$ cat config.mk
export PLATFORM = sky130hd
export DESIGN_NAME = dht_fnd_scanner
export DESIGN_NICKNAME = d
export VERILOG_FILES = /design/src/rtl/dht_fnd_scanner.sv
export SDC_FILE = /design/constraint.sdc
export NUM_CORES = 1
export LEC_CHECK = 0
export CORE_ASPECT_RATIO = 1.25
export CORE_MARGIN = 3
export CORE_UTILIZATION = 53
export DETAILED_ROUTE_END_ITERATION = 8
export GPL_TIMING_DRIVEN = 0
export MAX_ROUTING_LAYER = met4
export PLACE_DENSITY = 0.81
export RECOVER_POWER = 25
export SLEW_MARGIN = 20
export SYNTH_ARGS = -nofsm -noshare
export SYNTH_HDL_FRONTEND = slang
export SYNTH_SLANG_ARGS = --single-unit
export TNS_END_PERCENT = 5
$ cat constraint.sdc
create_clock -name clk -period 5.7 [get_ports clk]
set_clock_uncertainty 0.2 [all_clocks]
set_input_delay 1.71 -clock clk [delete_from_list [all_inputs] [get_ports clk]]
set_output_delay 1.71 -clock clk [all_outputs]
set_load 0.005 [all_outputs]
$ cat src/rtl/dht_fnd_scanner.sv
// DHT sample -> checksum check -> shift-add-3 BCD conversion -> scanned FND glyph stream.
// One glyph code per scan position, with fixed/auto-rotating temperature and humidity pages.
module dht_fnd_scanner #(
  parameter int SCAN_DIV      = 100000,
  parameter int ROTATE_FRAMES = 250,
  parameter int DEC_DIGITS    = 1
) (
  input  logic       clk,
  input  logic       rst,
  input  logic       i_valid,
  input  logic [7:0] temp_integral,
  input  logic [7:0] temp_decimal,
  input  logic [7:0] humi_integral,
  input  logic [7:0] humi_decimal,
  input  logic [7:0] parity,
  input  logic [1:0] i_mode,
  output logic [2:0] o_sel,
  output logic [4:0] o_code,
  output logic       o_page,
  output logic       o_err,
  output logic       o_busy,
  output logic       o_drop
);

  localparam int PW = $clog2(SCAN_DIV);
  localparam int FW = (ROTATE_FRAMES > 1) ? $clog2(ROTATE_FRAMES) : 1;

  localparam logic [4:0] G_DOT   = 5'h0a;
  localparam logic [4:0] G_BLANK = 5'h0f;
  localparam logic [4:0] G_T     = 5'h13;
  localparam logic [4:0] G_H     = 5'h16;
  localparam logic [4:0] G_E     = 5'h0e;
  localparam logic [4:0] G_R     = 5'h18;

  typedef enum logic [1:0] {S_IDLE, S_CONV, S_LOAD} state_t;

  // Sample handshake: i_valid is a single-cycle strobe with no ready. It is accepted
  // only while o_busy=0 (FSM in IDLE); any strobe seen while busy is discarded and
  // reported by a one-cycle o_drop pulse on the following cycle.
  state_t      state_q;
  logic [7:0]  shd_q [4];
  logic [11:0] res_q [4];
  logic [11:0] disp_q [4];
  logic [4:0]  cnt_q;
  logic [11:0] bcd_q;
  logic [7:0]  bin_q;
  logic        err_q;
  logic        busy_q;
  logic        drop_q;

  logic [7:0]  sum_w;
  logic        first_bit;
  logic [7:0]  cur_byte;
  logic [11:0] src_bcd;
  logic [7:0]  src_bin;
  logic [19:0] shift_w;
  logic [11:0] bcd_d;
  logic [7:0]  bin_d;

  function automatic logic [11:0] add3(input logic [11:0] b);
    logic [11:0] r;
    r = b;
    for (int n = 0; n < 3; n++) begin
      if (r[n*4 +: 4] >= 4'd5) r[n*4 +: 4] = r[n*4 +: 4] + 4'd3;
    end
    return r;
  endfunction

  assign sum_w = temp_integral + temp_decimal + humi_integral + humi_decimal;

  // Bit 0 of each byte starts from a cleared BCD accumulator and the next shadow byte.
  always_comb begin
    first_bit = (cnt_q[2:0] == 3'd0);
    cur_byte  = shd_q[cnt_q[4:3]];
    src_bcd   = first_bit ? 12'd0 : bcd_q;
    src_bin   = first_bit ? cur_byte : bin_q;
    shift_w   = {add3(src_bcd), src_bin} << 1;
    bcd_d     = shift_w[19:8];
    bin_d     = shift_w[7:0];
  end

  always_ff @(posedge clk) begin
    if (rst) begin
      state_q <= S_IDLE;
      for (int i = 0; i < 4; i++) begin
        shd_q[i]  <= '0;
        res_q[i]  <= '0;
        disp_q[i] <= '0;
      end
      cnt_q  <= '0;
      bcd_q  <= '0;
      bin_q  <= '0;
      err_q  <= 1'b0;
      busy_q <= 1'b0;
      drop_q <= 1'b0;
    end else begin
      drop_q <= i_valid && (state_q != S_IDLE);
      case (state_q)
        S_IDLE: begin
          if (i_valid) begin
            if (sum_w != parity) begin
              err_q <= 1'b1;
            end else begin
              shd_q[0] <= temp_integral;
              shd_q[1] <= temp_decimal;
              shd_q[2] <= humi_integral;
              shd_q[3] <= humi_decimal;
              cnt_q    <= '0;
              busy_q   <= 1'b1;
              state_q  <= S_CONV;
            end
          end
        end
        S_CONV: begin
          bcd_q <= bcd_d;
          bin_q <= bin_d;
          if (cnt_q[2:0] == 3'd7) res_q[cnt_q[4:3]] <= bcd_d;
          cnt_q <= cnt_q + 5'd1;
          if (cnt_q == 5'd31) state_q <= S_LOAD;
        end
        S_LOAD: begin
          for (int i = 0; i < 4; i++) disp_q[i] <= res_q[i];
          err_q   <= 1'b0;
          busy_q  <= 1'b0;
          state_q <= S_IDLE;
        end
        default: state_q <= S_IDLE;
      endcase
    end
  end

  // Scan side: prescaler, position, page/frame bookkeeping and registered glyph.
  logic [PW-1:0] presc_q, presc_d;
  logic [2:0]    sel_q, sel_d;
  logic          page_q, page_d;
  logic [FW-1:0] frame_q, frame_d;
  logic          in_auto_q, in_auto_d;
  logic [4:0]    code_q, code_d;
  logic          tc;
  logic          boundary;
  logic [11:0]   ib_w;
  logic [7:0]    db_w;

  function automatic logic [4:0] glyph(input logic [2:0] pos, input logic pg,
                                       input logic err, input logic [11:0] ib,
                                       input logic [7:0] db);
    logic [4:0] g;
    g = G_BLANK;
    if (err) begin
      case (pos)
        3'd3:       g = G_E;
        3'd2, 3'd1: g = G_R;
        default:    g = G_BLANK;
      endcase
    end else begin
      case (pos)
        3'd0: g = (DEC_DIGITS == 2) ? {1'b0, db[7:4]} : {1'b0, db[3:0]};
        3'd1: g = {1'b0, ib[3:0]};
        3'd2: g = (ib[11:4] == 8'd0) ? G_BLANK : {1'b0, ib[7:4]};
        3'd3: g = pg ? G_H : G_T;
        3'd4: g = (ib[11:8] == 4'd0) ? G_BLANK : {1'b0, ib[11:8]};
        3'd5: g = G_DOT;
        3'd7: g = (DEC_DIGITS == 2) ? {1'b0, db[3:0]} : G_BLANK;
        default: g = G_BLANK;
      endcase
    end
    return g;
  endfunction

  always_comb begin
    tc        = (presc_q == PW'(SCAN_DIV - 1));
    boundary  = tc && (sel_q == 3'd7);
    presc_d   = tc ? '0 : presc_q + PW'(1);
    sel_d     = tc ? sel_q + 3'd1 : sel_q;
    page_d    = page_q;
    frame_d   = frame_q;
    in_auto_d = in_auto_q;
    // Page decisions are only taken at the 7->0 wrap so a frame never splits pages.
    if (boundary) begin
      if (!i_mode[1]) begin
        page_d    = i_mode[0];
        frame_d   = '0;
        in_auto_d = 1'b0;
      end else begin
        in_auto_d = 1'b1;
        if (!in_auto_q) begin
          frame_d = '0;
        end else if (frame_q == FW'(ROTATE_FRAMES - 1)) begin
          page_d  = ~page_q;
          frame_d = '0;
        end else begin
          frame_d = frame_q + FW'(1);
        end
      end
    end
    ib_w   = page_d ? disp_q[2] : disp_q[0];
    db_w   = page_d ? disp_q[3][7:0] : disp_q[1][7:0];
    code_d = glyph(sel_d, page_d, err_q, ib_w, db_w);
  end

  always_ff @(posedge clk) begin
    if (rst) begin
      presc_q   <= '0;
      sel_q     <= '0;
      page_q    <= 1'b0;
      frame_q   <= '0;
      in_auto_q <= 1'b0;
      code_q    <= G_BLANK;
    end else begin
      presc_q   <= presc_d;
      sel_q     <= sel_d;
      page_q    <= page_d;
      frame_q   <= frame_d;
      in_auto_q <= in_auto_d;
      code_q    <= code_d;
    end
  end

  assign o_sel  = sel_q;
  assign o_code = code_q;
  assign o_page = page_q;
  assign o_err  = err_q;
  assign o_busy = busy_q;
  assign o_drop = drop_q;

endmodule
; ---- Word level (Yosys, flattened, before mapping)
; Memory sizes are Yosys's and may differ from the RTL's. A register that Yosys moved wholly into a read port is not among the register bits.
; Index checks and enable logic that the tools add are counted.
[totals]
register_bits = 64
latch_bits = 0
ramBits = 128
romBits = 0
inputBits = 45
out_inout_bits = 12
word_cells = 134
mem_count = 3
[classes]
n_addsub = 10
multipliers = 0
div_mod_pow = 0
n_lt_le_gt_ge = 3
n_eq_ne = 17
shift = 0
muxes = 62
bitwise_logic = 9
reduce_logical = 17
[memory_table]
columns = name, words, width, read_ports, rd_clocked_by_memory_dff, wr, line
row1 = disp_q, 4, 12, 4, 0, 4, 43  ; logic [11:0] disp_q [4];
row2 = res_q, 4, 12, 4, 0, 4, 42  ; logic [11:0] res_q [4];
row3 = shd_q, 4, 8, 1, 1, 4, 41  ; logic [7:0] shd_q [4];
[op_table]
columns = cell, n
row1 = 12-bit two-way mux, 7
row2 = 8-bit two-way mux, 8
row3 = 5-bit one-hot mux with 6 select lines, 1
row4 = 8-bit adder, 3
row5 = 1-bit two-way mux, 24
row6 = 4-bit two-way mux, 5
row7 = 5-bit one-hot mux with 2 select lines, 2
row8 = 17-bit by 1-bit adder with 17-bit output (second input constant), 1
row9 = 17-bit equality test (second input constant), 1
row10 = 5-bit two-way mux, 3
row11 = 3-bit equality test (second input constant), 4
row12 = 4-bit by 3-bit greater-or-equal comparator with 1-bit output (second input constant), 3
row13 = 2-bit two-way mux, 6
row14 = 3-bit AND reduction, 4
row15 = 12-bit OR reduction, 1
row16 = 3-bit two-way mux, 3
row17 = 4-bit by 2-bit adder with 4-bit output (second input constant), 2
row18 = 8-bit by 1-bit adder with 8-bit output (second input constant), 1
row19 = 8-bit equality test (second input constant), 1
row20 = 8-bit logical NOT, 1
row21 = 2-bit inequality test (second input constant), 4
row22 = 8-bit inequality test, 1
row23 = 1-bit OR, 8
row24 = 3-bit by 2-bit equality test with 1-bit output (second input constant), 2
row25 = 16 further kinds, 22

; ---- Depth between registers and ports, before layout
; Gate-level depths: netlist of the first run.
[depth]
depth_word = 10
depth_mapped = 16
depth_no_buf = 14

; ---- Worst setup path before layout of the first run
; Ideal clock, no wire load.
[synth_path]
path_type = in2reg
from = input temp_integral[1]
to = memory shd_q[0][0] (enable)
setup_ns = 0.396
t_arrival_ns = 5.141
t_required_ns = 5.104
path_slack_ns = -0.037
stages = 13
path_buffers = 0
path_cell_list = fa_1 > inv_1 > fa_1 > inv_1 > ha_1 > fa_1 > a21o_1 > a21oi_1 > o21bai_1 > a21oi_1 > xnor2_1 > nand3_1 > nand2b_1
[synth_lines]
columns = item, line
row1 = start: declaration, 11  ; input logic [7:0] temp_integral,
row2 = end: declaration, 41

==> impl_metrics.toml, run 1 <==
[global_route]
grt.total_usage = 0.204
grt_pass1_wl_um = 25700
grt_start_max_net_pins = 35
antenna_found_initial = 0
grt-ovfl-total = 0
grt_pass1_vias = 5635

[worst_setup_path]
critPathLaunch = "temp_integral[1]"
worstReg2RegEnd = "bcd_q[6]"
crit_end = "shd_q[1][1]"
reg2regPathDepth = 12
end_kind = "flop"
path_common_cell = "fa_1"
cp-start-kind = "input pin"
r2r_setup_slack_ns = 2.35
r2r-start = "cnt_q[0]"
crit_slowest_cell = "fa_1"
cp_data_arrival_time_ns = 5.57
path_cells = "clkdlybuf4s50_1, fa_1, inv_1, fa_1, inv_1, ha_1, fa_1, a21o_1, a21oi_2, o21bai_1, a21oi_2, xnor2_2, nand3_4, nor2_4, buf_4, and2_1"
critPathMaxStageDelay_ns = 0.55
worstSetupPathType = "input pin to flop"
required_ns = 5.79
crit_fanout = 10

[cells_and_area]
final_cell_area_um2 = 9570
utilization = 0.650
insertedDiodeCount = 0
nNetsFinal = 916
syn_to_final_growth_pct = 17.9
drive_gt1_frac = 0.0849
fillers = 1137

[clock_tree]
cts_buffers = 17
cts_buffer_depth = 2
h-tree-depth = 4
clock_latency_ns = 0.43
cts_root_buffer = "clkbuf_16"
clk_pin_slew_worst_paths_ns = 0.06
cts_tree = "built"
cts_sinks = 162

[floorplan]
rows = 49
die-area_um2 = 16800
die_y_um = 144
core-area_um2 = 14700
die_w_um = 117
start_util = 0.552
ios = 57

[timing]
whs_ns = 0.246
relSlewSlack = 0.488
finalSetupViolations = 0
rsz0062_at_grt = "no"
fmax_mhz = 182
slew_viol_final = 0
tightest_slew_ns = 0.769
min_period_over_period = 0.961
setup_ws_ns = 0.220
finalHoldViolations = 0
fin_crit_ns = 5.48

[power]
irDropWorstVdd_mv = 0.236
powerDensity_nw_per_um2 = 284
finalPower_w = 0.00271
leakage_nw = 3.50

[flow_run]
drv_cap = 0

[logic_synthesis]
synth_top_cell_area_share = 0.355
synth_top_area_cell = "edfxtp_1"
synthesis.area_um2 = 8120
ys_types = 71
avgSynthCellArea_um2 = 10.7
synth_seq_area_share = 0.518
ys_top_cells_by_area = "edfxtp_1 36%, dfxtp_1 16%, and2_1 4.9%"
synthArstFlopShare = 0
synth-seq-cells = 162
yosys_warnings = 0
synth_nets = 839
synth-main-ff-cell = "edfxtp_1"
netlist_instances = 758
synth_edf_count = 96

[min_path]
hold_path.class = "flop to flop"

[routing]
drt_wl_total_um = 15900
ant_nets = 0
drt_pass1_iterations = 5
wl_per_cell_um = 15.5
dr_total_vias = 5756
vias_per_cell = 5.61
drc = 0
drtIter0Drc = 350

[placement]
preCtsSetupSlack_ns = -0.615
dp.final_hpwl_um = 11500
post_dp_cell_area_um2 = 8900
place_congestion = 0.898
io_buffers = 56

[outcome]
status = "finished, final reports clean"
where the power goes:
group | internal, W | switching [W]
Clock | 0.000688 | 0.000449
Sequential | 0.00127 | 0.0000114
Combinational | 0.000134 | 0.000163
Total | 0.00209 | 0.000623
through the flow:
| stage | setup TNS, ns | cells |
|---|---|---|
| 2_1_floorplan | 0 | 758 |
| 3_3_place_gp | -35.34 | 992 |
| 3_5_place_dp | -36.96 | 992 |
| 4_1_cts | 0 | 1024 |
| 5_1_grt | 0 | 1026 |
| 6_report | 0 | 1026 |
layer usage:
metal | vias to the layer above | routed length, µm | GRT usage
li1 | 2845 | - | -
met1 | 2678 | 6240 | 0.214
met2 | 177 | 8360 | 0.352
met3 | 56 | 663 | 0.0444
met4 | 0 | 590 | 0.114
met5 | - | 0 | -
cell usage after synthesis, drive strengths merged, types with 3 or more instances:
cell	instances
buf	7
and4	5
mux4	8
o21ai	15
edfxtp	96
nor2	103
xor2	20
mux2	6
ha	22
nor4	6
nand2b	13
nand2	73
o211ai	3
a21o	3
a21oi	39
or3b	4
or3	10
a211oi	3
nor2b	4
nand4b	4
o31ai	3
a311oi	7
nor3	20
and2	64
nand4	8
o311ai	6
xnor2	19
clkbuf	28
and3	9
nand3	13
inv	19
dfxtp	66
mux2i	7
fa	14
how the worst min path moves through the flow:
stage                from         end  slack (ns)  depth (start not counted)
6_report       presc_q[0]  presc_q[0]        0.25                          1
3_3_place_gp   presc_q[0]  presc_q[0]        0.23                          1
3_5_place_dp   presc_q[0]  presc_q[0]        0.24                          1
2_1_floorplan  presc_q[0]  presc_q[0]        0.22                          1
5_1_grt        presc_q[0]  presc_q[0]        0.28                          1
4_1_cts        presc_q[0]  presc_q[0]        0.25                          1
layout make-up:
cell class / count / area [µm²] / share of cell area
well taps: 178 / 223 / 0.0233
clock inverters: 13 / 161 / 0.0169
plain buffers: 35 / 163 / 0.0170
repair buffers: 57 / 568 / 0.0594
inverters: 19 / 71.3 / 0.00745
multi-input cells: 543 / 3750 / 0.391
flip-flops and latches: 162 / 4200 / 0.439
clock buffers: 19 / 433 / 0.0452
sequential cells by signal, summed over array words and instances, names as in the netlist, 7 cells and up, named ones only:
register  flops
bcd_q        12
bin_q         7
disp_q       32
frame_q       8
presc_q      17
res_q        32
shd_q        32
cells by family after synthesis:
group / share of synthesized area
flip-flops: 0.518
multiplexers: 0.0392
XOR/XNOR: 0.0430
AND/OR/NAND/NOR: 0.222
AO/OA/AOI/OAI: 0.0813
buffers and inverters: 0.0281
adder cells (fa/ha/maj): 0.0685
worst max-delay path: cells and delay by family:
family / cells / cell delay [ns]
buffers and inverters: 4 / 0.74
XOR/XNOR: 1 / 0.21
AO/OA/AOI/OAI: 4 / 0.66
AND/OR/NAND/NOR: 3 / 0.56
adder cells (fa/ha/maj): 4 / 1.67
cell usage in the layout (no fill, tap or decap), drive strengths merged, types with 19 or more instances in the layout:
cell	instances
a21oi	39
and2	64
clkbuf	46
clkdlybuf4s50	43
dfxtp	66
edfxtp	96
ha	22
inv	20
nand2	73
nor2	103
nor3	20
xnor2	19
xor2	20
what timing repair did:
item	in CTS	in global routing
gates cloned	0	1
buffers inserted	0	1
hold buffers	0	0
setup endpoints to repair	54	72
resized for setup	3	14
pin swaps	0	2
endpoints found under the hold margin	0	0
(Power assumes the default switching activity.)
==> run 2, diff against run 1 <==
--- a/config.mk
+++ b/config.mk
@@ -5,13 +5,17 @@
 export SDC_FILE = /design/constraint.sdc
 export NUM_CORES = 1
 export LEC_CHECK = 0
+export CAP_MARGIN = 30
+export CELL_PAD_IN_SITES_DETAIL_PLACEMENT = 1
+export CELL_PAD_IN_SITES_GLOBAL_PLACEMENT = 1
 export CORE_ASPECT_RATIO = 1.25
 export CORE_MARGIN = 3
-export CORE_UTILIZATION = 53
+export CORE_UTILIZATION = 43
 export DETAILED_ROUTE_END_ITERATION = 8
 export GPL_TIMING_DRIVEN = 0
+export HOLD_SLACK_MARGIN = 0.1
 export MAX_ROUTING_LAYER = met4
-export PLACE_DENSITY = 0.81
+export PLACE_DENSITY = 0.82
 export RECOVER_POWER = 25
 export SLEW_MARGIN = 20
 export SYNTH_ARGS = -nofsm -noshare
==> run 2 against run 1 <==
Against the previous run:
- first-iteration DRC count shrank 28%
- sequential share of layout area fell by 0.19 points
- cell count up 5.0%
- critical path type unchanged
- largest power group unchanged
==> impl_metrics.toml, run 2 (same netlist as run 1, synthesis figures left out) <==
[routing]
dr_total_vias = 5922
drc = 0
drtIter0Drc = 251
wl_per_cell_um = 18.0
ant_nets = 0
drt_wl_total_um = 19400
drt_pass1_iterations = 5
vias_per_cell = 5.50

[flow_run]
drv_cap = 0

[timing]
setup_ws_ns = 0.143
rsz0062_at_grt = "yes"
fin_tns_setup_ns = 0
fmax_mhz = 180
relSlewSlack = 0.428
finalHoldViolations = 0
finalSetupViolations = 0
fin_crit_ns = 5.56
tightest_slew_ns = 0.858
min_period_over_period = 0.975
slew_viol_final = 0

[placement]
io_buffers = 56
dp.final_hpwl_um = 14400
post_dp_cell_area_um2 = 8970
place_congestion = 0.813
preCtsSetupSlack_ns = -0.807

[power]
irDropWorstVdd_mv = 0.199
powerDensity_nw_per_um2 = 277
leakage_nw = 3.50

[min_path]
hold_path.class = "flop to flop"

[clock_tree]
cts_tree = "built"
clock_latency_ns = 0.43
h-tree-depth = 4
clk_pin_slew_worst_paths_ns = 0.06
cts_root_buffer = "clkbuf_16"
holdBufCountCts = 0
cts_buffers = 17
cts_buffer_depth = 2
cts_sinks = 162

[worst_setup_path]
end_kind = "flop"
crit_fanout = 10
path_cells = "clkdlybuf4s50_1, fa_1, inv_1, fa_1, inv_1, ha_1, fa_1, xnor2_1, nor4_2, nand3_1, a21oi_4, nand3_4, nor2_4, clkbuf_4, and2_1"
path_common_cell = "fa_1"
cp_data_arrival_time_ns = 5.64
crit_slowest_cell = "fa_1"
required_ns = 5.78
cp-start-kind = "input pin"
critPathMaxStageDelay_ns = 0.57
worstSetupPathType = "input pin to flop"

[cells_and_area]
drive_gt1_frac = 0.0907
final_cell_area_um2 = 9610
layout_commonest_cell = "nor2_1"
fillers = 1985
utilization = 0.525
reg_top3 = "disp_q (32), res_q (32), shd_q (32)"
final_cell_mix = "102 x nor2_1, 96 x edfxtp_1, 73 x nand2_1"
nNetsFinal = 917
seqCellArea_um2 = 4200
insertedDiodeCount = 0
multi_input_area_um2 = 3760
syn_to_final_growth_pct = 18.4

[global_route]
grt.busiest_layer = "met2"
grt.total_usage = 0.197
grtUsageMet2 = 0.360
antenna_found_initial = 0
grt_pass1_wl_um = 31300
grt_use_met3 = 0.0285
grt-ovfl-total = 0
grtUsageMet1 = 0.209
grt_pass1_vias = 6282
grt_start_max_net_pins = 35

[floorplan]
ios = 57
die_w_um = 129
die-area_um2 = 20600
rows = 55
start_util = 0.443
die_y_um = 160
core-area_um2 = 18300

[outcome]
status = "finished, final reports clean"
-- run 2: cell types whose count changed in the layout (fill, tap and decap cells not counted), sizes merged --
cell / previous run / this run
buf: 9 / 8
bufinv: 3 / 0
clkbuf: 46 / 48
clkdlybuf4s50: 43 / 44
clkinv: 6 / 3
clkinvlp: 3 / 0
dlygate4sd3: 13 / 12
inv: 20 / 29
-- run 2: metal layers --
metal / wire length (µm) / vias to the layer above
met4: 457 / 0
met1: 7570 / 2929
met5: 0 / -
met3: 477 / 30
met2: 10900 / 116
li1: - / 2847
-- run 2: stage by stage --
step                      cells  hold slack [ns]  power [W]
after global placement     1042            0.232    0.00157
final                      1077            0.247    0.00266
after CTS                  1076            0.255    0.00267
after global routing       1077            0.271    0.00277
after floorplan             758            0.218    0.00148
after detailed placement   1042            0.240    0.00159
-- run 2: what timing repair did --
item | 4_1_cts | 5_1_grt
endpoints found under the setup margin | 66 | 68
buffers inserted | 2 | 0
resized for setup | 7 | 11
pin swaps | 1 | 1
cloned | 0 | 1
-- run 2: final cells by class --
| cell class | count | area share |
|---|---|---|
| timing repair buffer | 58 | 0.0599 |
| clock buffer | 19 | 0.0473 |
| inverter | 19 | 0.00742 |
| multi-input combinational | 543 | 0.392 |
| tap | 228 | 0.0297 |
| clock inverter | 13 | 0.00976 |
| buffer | 35 | 0.0169 |
| sequential | 162 | 0.437 |
-- run 2: where the power goes --
part / internal (W) / switching [W]
registers: 0.00127 / 0.0000135
clock network: 0.000591 / 0.000482
logic: 0.000136 / 0.000172
-- run 2: worst max-delay path, delay by kind of cell --
kind,cells,cell delay (ns)
adder cells (fa/ha/maj),4,1.70
buffers and inverters,4,0.80
AO/OA/AOI/OAI,1,0.23
AND/OR/NAND/NOR,5,1.04
XOR/XNOR,1,0.16
-- run 2: worst paths after layout --
kind                 endpoint  cells after the start  slack [ns]              from
setup / recovery  shd_q[0][2]                     15        0.14  temp_integral[1]
setup reg to reg  res_q[1][2]                     13        2.28          cnt_q[0]
hold reg to reg    presc_q[0]                      1        0.25        presc_q[0]
hold / removal     presc_q[0]                      1        0.25        presc_q[0]
